`config.mk`:
```
export PLATFORM = sky130hd
export DESIGN_NAME = div_unit
export DESIGN_NICKNAME = d
export VERILOG_FILES = /design/src/rtl/div_unit.sv
export SDC_FILE = /design/constraint.sdc
export NUM_CORES = 1
export LEC_CHECK = 0
export ABC_AREA = 1
export BUFFER_PORTS_ARGS = -buffer_cell sky130_fd_sc_hd__buf_2
export CAP_MARGIN = 20
export CELL_PAD_IN_SITES_DETAIL_PLACEMENT = 1
export CELL_PAD_IN_SITES_GLOBAL_PLACEMENT = 1
export CORE_AREA = 2 2 168 170
export CTS_BUF_LIST = sky130_fd_sc_hd__clkbuf_4 sky130_fd_sc_hd__clkbuf_8
export DETAILED_ROUTE_END_ITERATION = 16
export DIE_AREA = 0 0 170 172
export GPL_TIMING_DRIVEN = 0
export PLACE_DENSITY_LB_ADDON = 0.1
export REMOVE_ABC_BUFFERS = 1
export SKIP_LAST_GASP = 1
export SLEW_MARGIN = 5
export SYNTH_ARGS = -nofsm -noshare
export SYNTH_HDL_FRONTEND = slang
export SYNTH_SLANG_ARGS = --single-unit
export TNS_END_PERCENT = 5
```
`constraint.sdc`:
```
create_clock -name clk -period 9.3 [get_ports clk]
set_clock_uncertainty 0.05 [all_clocks]
set_input_delay 2.79 -clock clk [delete_from_list [all_inputs] [get_ports clk]]
set_output_delay 2.79 -clock clk [all_outputs]
set_load 0.1 [all_outputs]
```
`src/rtl/div_unit.sv`:
```
// rtl/div_unit.sv - iterative radix-2 restoring divider for DIV/DIVU/REM/REMU
module div_unit #(
  parameter int DATA_WIDTH = 32
) (
  input  logic                  clk,
  input  logic                  rst,
  input  logic                  start,
  input  logic [1:0]            div_op,
  input  logic [DATA_WIDTH-1:0] op1,
  input  logic [DATA_WIDTH-1:0] op2,
  input  logic                  flush,
  output logic                  busy,
  output logic                  done,
  output logic [DATA_WIDTH-1:0] result
);

  localparam int W  = DATA_WIDTH;
  localparam int CW = $clog2(DATA_WIDTH);
  localparam logic [W-1:0]  MIN_NEG  = {1'b1, {(W-1){1'b0}}};
  localparam logic [CW-1:0] LAST_IT  = CW'(DATA_WIDTH - 1);

  typedef enum logic [1:0] {S_IDLE, S_CALC, S_DONE} state_t;

  state_t         state_q;
  logic [CW-1:0]  cnt_q;
  logic [W-1:0]   dq_q;      // dividend bits shift out of the top, quotient bits shift in at the bottom
  logic [W-1:0]   dvs_q;     // divisor magnitude
  logic [W-1:0]   rem_q;     // partial remainder (always below the divisor, so W bits suffice)
  logic           rem_sel_q; // 1: REM/REMU, 0: DIV/DIVU
  logic           neg_q_q;
  logic           neg_r_q;
  logic           busy_q;
  logic           done_q;
  logic [W-1:0]   result_q;

  logic           is_signed;
  logic           a_neg;
  logic           b_neg;
  logic [W-1:0]   abs_a;
  logic [W-1:0]   abs_b;
  logic           div_zero;
  logic           ovf;
  logic [W-1:0]   special_res;

  logic [W:0]     rem_shift;
  logic [W:0]     diff;
  logic           take;
  logic [W-1:0]   rem_nx;
  logic [W-1:0]   dq_nx;
  logic [W-1:0]   final_res;

  // Operand preparation from the raw request inputs, used only when a start is accepted
  always_comb begin
    is_signed   = ~div_op[0];
    a_neg       = is_signed & op1[W-1];
    b_neg       = is_signed & op2[W-1];
    abs_a       = a_neg ? -op1 : op1;
    abs_b       = b_neg ? -op2 : op2;
    div_zero    = (op2 == '0);
    ovf         = is_signed && (op1 == MIN_NEG) && (op2 == '1);
    special_res = '0;
    if (div_zero) begin
      special_res = div_op[1] ? op1 : '1;
    end else if (ovf) begin
      special_res = div_op[1] ? '0 : MIN_NEG;
    end
  end

  // One restoring shift-subtract step plus sign fix-up of the value it would finish with
  always_comb begin
    rem_shift = {rem_q, dq_q[W-1]};
    diff      = rem_shift - {1'b0, dvs_q};
    take      = ~diff[W];
    rem_nx    = take ? diff[W-1:0] : rem_shift[W-1:0];
    dq_nx     = {dq_q[W-2:0], take};
    if (rem_sel_q) begin
      final_res = neg_r_q ? -rem_nx : rem_nx;
    end else begin
      final_res = neg_q_q ? -dq_nx : dq_nx;
    end
  end

  // Control FSM with registered busy/done/result; reset beats flush, flush beats start
  always_ff @(posedge clk) begin
    if (rst) begin
      state_q   <= S_IDLE;
      cnt_q     <= '0;
      dq_q      <= '0;
      dvs_q     <= '0;
      rem_q     <= '0;
      rem_sel_q <= 1'b0;
      neg_q_q   <= 1'b0;
      neg_r_q   <= 1'b0;
      busy_q    <= 1'b0;
      done_q    <= 1'b0;
      result_q  <= '0;
    end else if (flush) begin
      state_q <= S_IDLE;
      busy_q  <= 1'b0;
      done_q  <= 1'b0;
    end else begin
      case (state_q)
        S_IDLE: begin
          done_q <= 1'b0;
          if (start) begin
            rem_sel_q <= div_op[1];
            neg_q_q   <= a_neg ^ b_neg;
            neg_r_q   <= a_neg;
            dq_q      <= abs_a;
            dvs_q     <= abs_b;
            rem_q     <= '0;
            cnt_q     <= '0;
            busy_q    <= 1'b1;
            if (div_zero || ovf) begin
              state_q  <= S_DONE;
              done_q   <= 1'b1;
              result_q <= special_res;
            end else begin
              state_q <= S_CALC;
            end
          end
        end
        S_CALC: begin
          rem_q <= rem_nx;
          dq_q  <= dq_nx;
          cnt_q <= cnt_q + CW'(1);
          if (cnt_q == LAST_IT) begin
            state_q  <= S_DONE;
            done_q   <= 1'b1;
            result_q <= final_res;
          end
        end
        S_DONE: begin
          state_q <= S_IDLE;
          busy_q  <= 1'b0;
          done_q  <= 1'b0;
        end
        default: begin
          state_q <= S_IDLE;
          busy_q  <= 1'b0;
          done_q  <= 1'b0;
        end
      endcase
    end
  end

  assign busy   = busy_q;
  assign done   = done_q;
  assign result = result_q;

endmodule

```
### Word level (Yosys, flattened, before mapping)

Cells that the tools add are included.

* memory bits (writable): 0
* ROM bits: 0
* memories: 0
* word-level logic and storage cells: 73
* latch bits: 0
* flip-flop bits (word level): 140

* add/subtract/negate cells: 6
* $mul: 0
* multiplexer cells: 30
* bitwise operators: 7
* eq/ne operators: 7
* divide/modulo/power cells: 0
* shift-type cells: 0
* magnitude comparators: 0
* reductions and logical operators: 12

Operator list (count)
* two-way mux 32 bit: 15
* case mux 32 bit (2 select lines): 3
* negation 32 bit: 4
* equality test 32 bit, second input constant: 2
* subtractor 33 x 32 -> 33 bit: 1
* zero test 32 bit: 1
* case mux 5 bit (2 select lines): 1
* two-way mux 2 bit: 3
* != test 2 bit, second input constant: 3
* AND reduction 3 bit: 2
* adder 5 x 1 -> 5 bit, second input constant: 1
* equality test 5 bit, second input constant: 1
* two-way mux 5 bit: 1
* AND reduction 5 bit: 1
* two-way mux 1 bit: 4
* inverter 1 bit: 4
* case mux 1 bit (2 select lines): 2
* case mux 2 bit (2 select lines): 1
* AND reduction 2 bit: 2
* bitwise AND 1 bit: 2
* equality test 2 x 1 -> 1 bit, second input constant: 1
* logical AND 1 bit: 2
* zero test 2 bit: 1
* nonzero test 2 bit: 1
* other kinds (3): 3

### Longest topological paths before layout

* depth after elaboration: 8
* mapped depth: 31
* gate-level depth less buffers: 30

### Worst setup path before layout

Ideal clock, no wire load.

* kind: input to register
* from: input op2[0]
* to: register result_q[12] (netlist: result[12])
* required time: 9.179 ns
* slack: 4.222 ns
* stages: 19
* arrival: 4.957 ns
* path through: inv_1 > ha_1 > nand2_1 > nor2_1 > nand3_1 > nor3_2 > nand2_1 > nor2_2 > inv_2 > nor4_4 > nand3_2 > o41ai_2 > nor2_2 > nand2_1 > nand3_2 > inv_2 > buf_4 > o21ai_0 > a21oi_1

* longest elaborated chain between the ends: 7
* elaborated cells between the ends (all ways): 11

RTL lines
* from (decl): RTL line 10 `input logic [DATA_WIDTH-1:0] op2,`
* equality test 32 bit: RTL line 60 `ovf = is_signed && (op1 == MIN_NEG) && (op2 == '1);`
* logical AND 1 bit: RTL line 60
* two-way mux 32 bit: RTL line 64 `end else if (ovf) begin`
* two-way mux 32 bit: RTL line 62 `if (div_zero) begin`
* two-way mux 32 bit: RTL line 114 `if (div_zero || ovf) begin`
* two-way mux 32 bit: RTL line 105 `if (start) begin`
* case mux 32 bit (2 select lines): RTL line 102 `case (state_q)`
* to (signal assigned): RTL line 117 `result_q <= special_res;`
* to (signal assigned): RTL line 130 `result_q <= final_res;`
* to (decl): RTL line 34 `logic [W-1:0] result_q;`

Parallel ways exist; a longest one is shown, timed or not. The select of a mux whose other input is x is not followed.
A chain may end at the register's enable or synchronous reset.

### Worst setup path after layout

* from: input op1[24]
* to: register result_q[8] (netlist: result[8])

* longest elaborated chain between the ends: 8
* elaborated cells between the ends (all ways): 11

RTL lines
* from (decl): RTL line 9 `input logic [DATA_WIDTH-1:0] op1,`
* equality test 32 bit *: RTL line 60
* logical AND 1 bit * (2 in a row): RTL line 60
* two-way mux 32 bit: RTL line 64
* two-way mux 32 bit: RTL line 62
* two-way mux 32 bit: RTL line 114
* two-way mux 32 bit: RTL line 105
* case mux 32 bit (2 select lines): RTL line 102

Every way passes the cells marked *; elsewhere a longest branch is shown, timed or not. The select of a mux whose other input is x is not followed.

==> results.sh <==
export IMPL_cts_buffers=17
export IMPL_p_clk_share_pct=26.6
export IMPL_drt_pre_antenna_iters=5
export IMPL_synth_top_area_cell="dfxtp_1"
export IMPL_synth_xor_xnor_area_share_pct=2.70
export IMPL_synthesis_area_um2=12600
export IMPL_irDropWorstVdd_mv=0.0814
export IMPL_die_h_um=172
export IMPL_fmax_mhz=171
export IMPL_maxSlewViolCount=0
export IMPL_mostFrequentLayoutCell="nand2_1"
export IMPL_worst_path_max_delay_cell="nor3_1"
export IMPL_root_buffer="clkbuf_8"
export IMPL_worst_slew_margin_rel_pct=30.8
export IMPL_grt_use_total_pct=34.1
export IMPL_rows=61
export IMPL_grt_pass1_vias=14800
export IMPL_drt_initial_drc_count=1032
export IMPL_worstMarginPinSlew_ps=1030
export IMPL_switching_share_pct=45.6
export IMPL_clock_latency_ps=490
export IMPL_worstReg2RegStart="dq_q[31]"
export IMPL_synth_simple_gate_area_share_pct=39.1
export IMPL_max_clock_path_buffers=2
export IMPL_routedWlPerCell_um=19.1
export IMPL_avgViaCountPerCell=5.75
export IMPL_dieArea_um2=29200
export IMPL_grt_setup_unrepaired="no"
export IMPL_dpl_hpwl_mm=38.4
export IMPL_drc=0
export IMPL_maxCapViolCount=0
export IMPL_worstSetupStartpointType="input pin"
export IMPL_path_class="in2reg"
export IMPL_cts_sinks=140
export IMPL_cp_cell_sequence="buf_2, nor2_1, inv_1, nor3_1, inv_1, nor2_1, nand4_1, o41ai_2, nor2_2, nand2_1, nand3_2, buf_12, inv_2, o21ai_0, a21oi_1"
export IMPL_grt_pass1_wl_mm=77.9
export IMPL_synthTopCellsByArea="dfxtp_1 22%, nand2_1 19%, inv_1 8.4%"
export IMPL_area_growth_pct=9.51
export IMPL_vias=15000
export IMPL_grt_max_degree=78
export IMPL_power_internal_mw=1.17
export IMPL_yosysWarningCount=0
export IMPL_synthAdderAreaFrac_pct=4.02
export IMPL_crit_required_ps=9680
export IMPL_synth_edf_count=0
export IMPL_place_congestion=0.926
export IMPL_syn_inst=2202
export IMPL_worstPathMaxFanout=42
export IMPL_comb_power_share_pct=43.2
export IMPL_multi_input_area_um2=8370
export IMPL_holdCritStartpoint="busy"
export IMPL_seq_area_um2=2800
export IMPL_synth_compound_area_share_pct=20.2
export IMPL_grt_ovfl_total=0
export IMPL_setup_tns_ps=0
export IMPL_cts_tree="done"
export IMPL_yosysTopAreaCellShare_pct=22.2
export IMPL_fin_ws_ps=3450
export IMPL_power_frac_seq_pct=30.2
export IMPL_cts_resized=0
export IMPL_p_leak_nw=6.73
export IMPL_dp_slack_ps=2340
export IMPL_boundaryPins=104
export IMPL_crit_path_start="op1[24]"
export IMPL_routed_wl_mm=49.7
export IMPL_ys_async_sr_fraction_pct=0
export IMPL_synth_mux_area_fraction_pct=0
export IMPL_fillers=4050
export IMPL_crit_arrival_ps=6220
export IMPL_fp_dieW_um=170
export IMPL_crit_buf_inv=5
export IMPL_crit_path_end_kind="register"
export IMPL_status="complete, no violations"
export IMPL_start_util_pct=46.0
export IMPL_post_cts_setup_buffer_count=0
export IMPL_htreeDepth=4
export IMPL_cpPeakStageDelay_ps=720
export IMPL_fin_crit_ps=5850
export IMPL_ys_types=56
export IMPL_path_clk_slew_ps=100
export IMPL_design_core_area_um2=27500
export IMPL_crit_family="simple AND/OR/NAND/NOR gates"
export IMPL_finalCritPeriodShare_pct=62.9
export IMPL_yosys_register_bits=140
export IMPL_ys_flop_type="dfxtp_1"
export IMPL_synth_top_family_by_area="simple AND/OR/NAND/NOR gates"
export IMPL_min_path_type="reg2reg"
export IMPL_seq_area_frac_synth_pct=22.2
export IMPL_setup_viol=0
export IMPL_drive_gt1_share_pct=10.4
export IMPL_syn_avg_cell_area_um2=5.74
export IMPL_final_nets=2359
export IMPL_most_common_layout_cells="648 x nand2_1, 283 x inv_1, 209 x a21oi_1"
export IMPL_cts_hold_buf=0
export IMPL_ant_nets=0
export IMPL_power_density_nw_per_um2=155
export IMPL_antenna_found_initial=3
export IMPL_io_buffers=103
export IMPL_final_hold_viol_count=0
export IMPL_p_switching_mw=0.978
-- metal layers --
layer,part of all wire [%],global-route usage [%]
met1,45,45.1
met2,46,56.8
met3,5.7,4.76
met4,3.0,12.4
met5,0.054,0
-- final timing paths --
kind	slack, ps	cells past startpoint	endpoint
max reg2reg	3950	30	result[30]
min reg2reg	400	2	busy
max	3450	15	result[8]
min	400	2	busy
-- tightest hold or removal path: cells and delay by family, from the launching register on --
family,cells,cell delay [ps]
and+or+nand+nor,2,100
DFF,1,320
-- stage by stage --
step	hold WS [ps]	power [mW]	util [%]	cell area, um^2	cells
after CTS	410	2.13	50.2	13800	2606
after detailed placement	395	1.56	48.7	13400	2574
after global placement	389	1.53	48.1	13200	2567
after global routing	432	2.28	50.4	13800	2608
final	404	2.15	50.4	13800	2609
after floorplan	389	1.28	-	12300	2118
-- flip-flops by register name, indices dropped and copies added, names as in the netlist, 2 cells and up --
signal and flops:
state_q 2, dq_q 32, cnt_q 5, dvs_q 32, rem_q 32, result 32
-- cell type report --
cell class	instances	area share, %
Multi-Input combinational cell	1680	60.5
Sequential cell	140	20.2
Clock inverter	13	1.18
Antenna cell	1	0.0181
Timing Repair Buffer	112	4.95
Tap cell	346	3.13
Inverter	298	8.11
Clock buffer	19	1.89
-- cells in the mapped netlist, types with 12 or more instances --
cell type / count
nand2_1: 648
inv_1: 283
a21oi_1: 209
nor2_1: 188
o21ai_0: 147
nand3_1: 141
dfxtp_1: 140
clkbuf_1: 70
nor3_1: 51
ha_1: 39
nand2_2: 24
xor2_1: 20
nand4_1: 19
xnor2_1: 19
o21ai_1: 17
a31oi_1: 16
o211ai_1: 14
o221ai_1: 14
inv_2: 12
nor2_2: 12
-- power by group through the flow --
stage	clock network, mW	logic [mW]	registers [mW]
after floorplan	0	0.607	0.671
after global placement	0	0.865	0.661
after detailed placement	0	0.902	0.661
after CTS	0.575	0.908	0.647
after global routing	0.596	1.03	0.651
final	0.572	0.927	0.648
-- kinds of logic (layout without fill, tap and decap cells) --
group,count (synthesis),count (layout)
simple gates,1139,1139
compound gates,462,462
buf+inv,382,442
flops,140,140
fa+ha+maj,40,40
xor+xnor,39,39
other cells,0,1
Note: power is estimated with default switching activity, not from simulation.
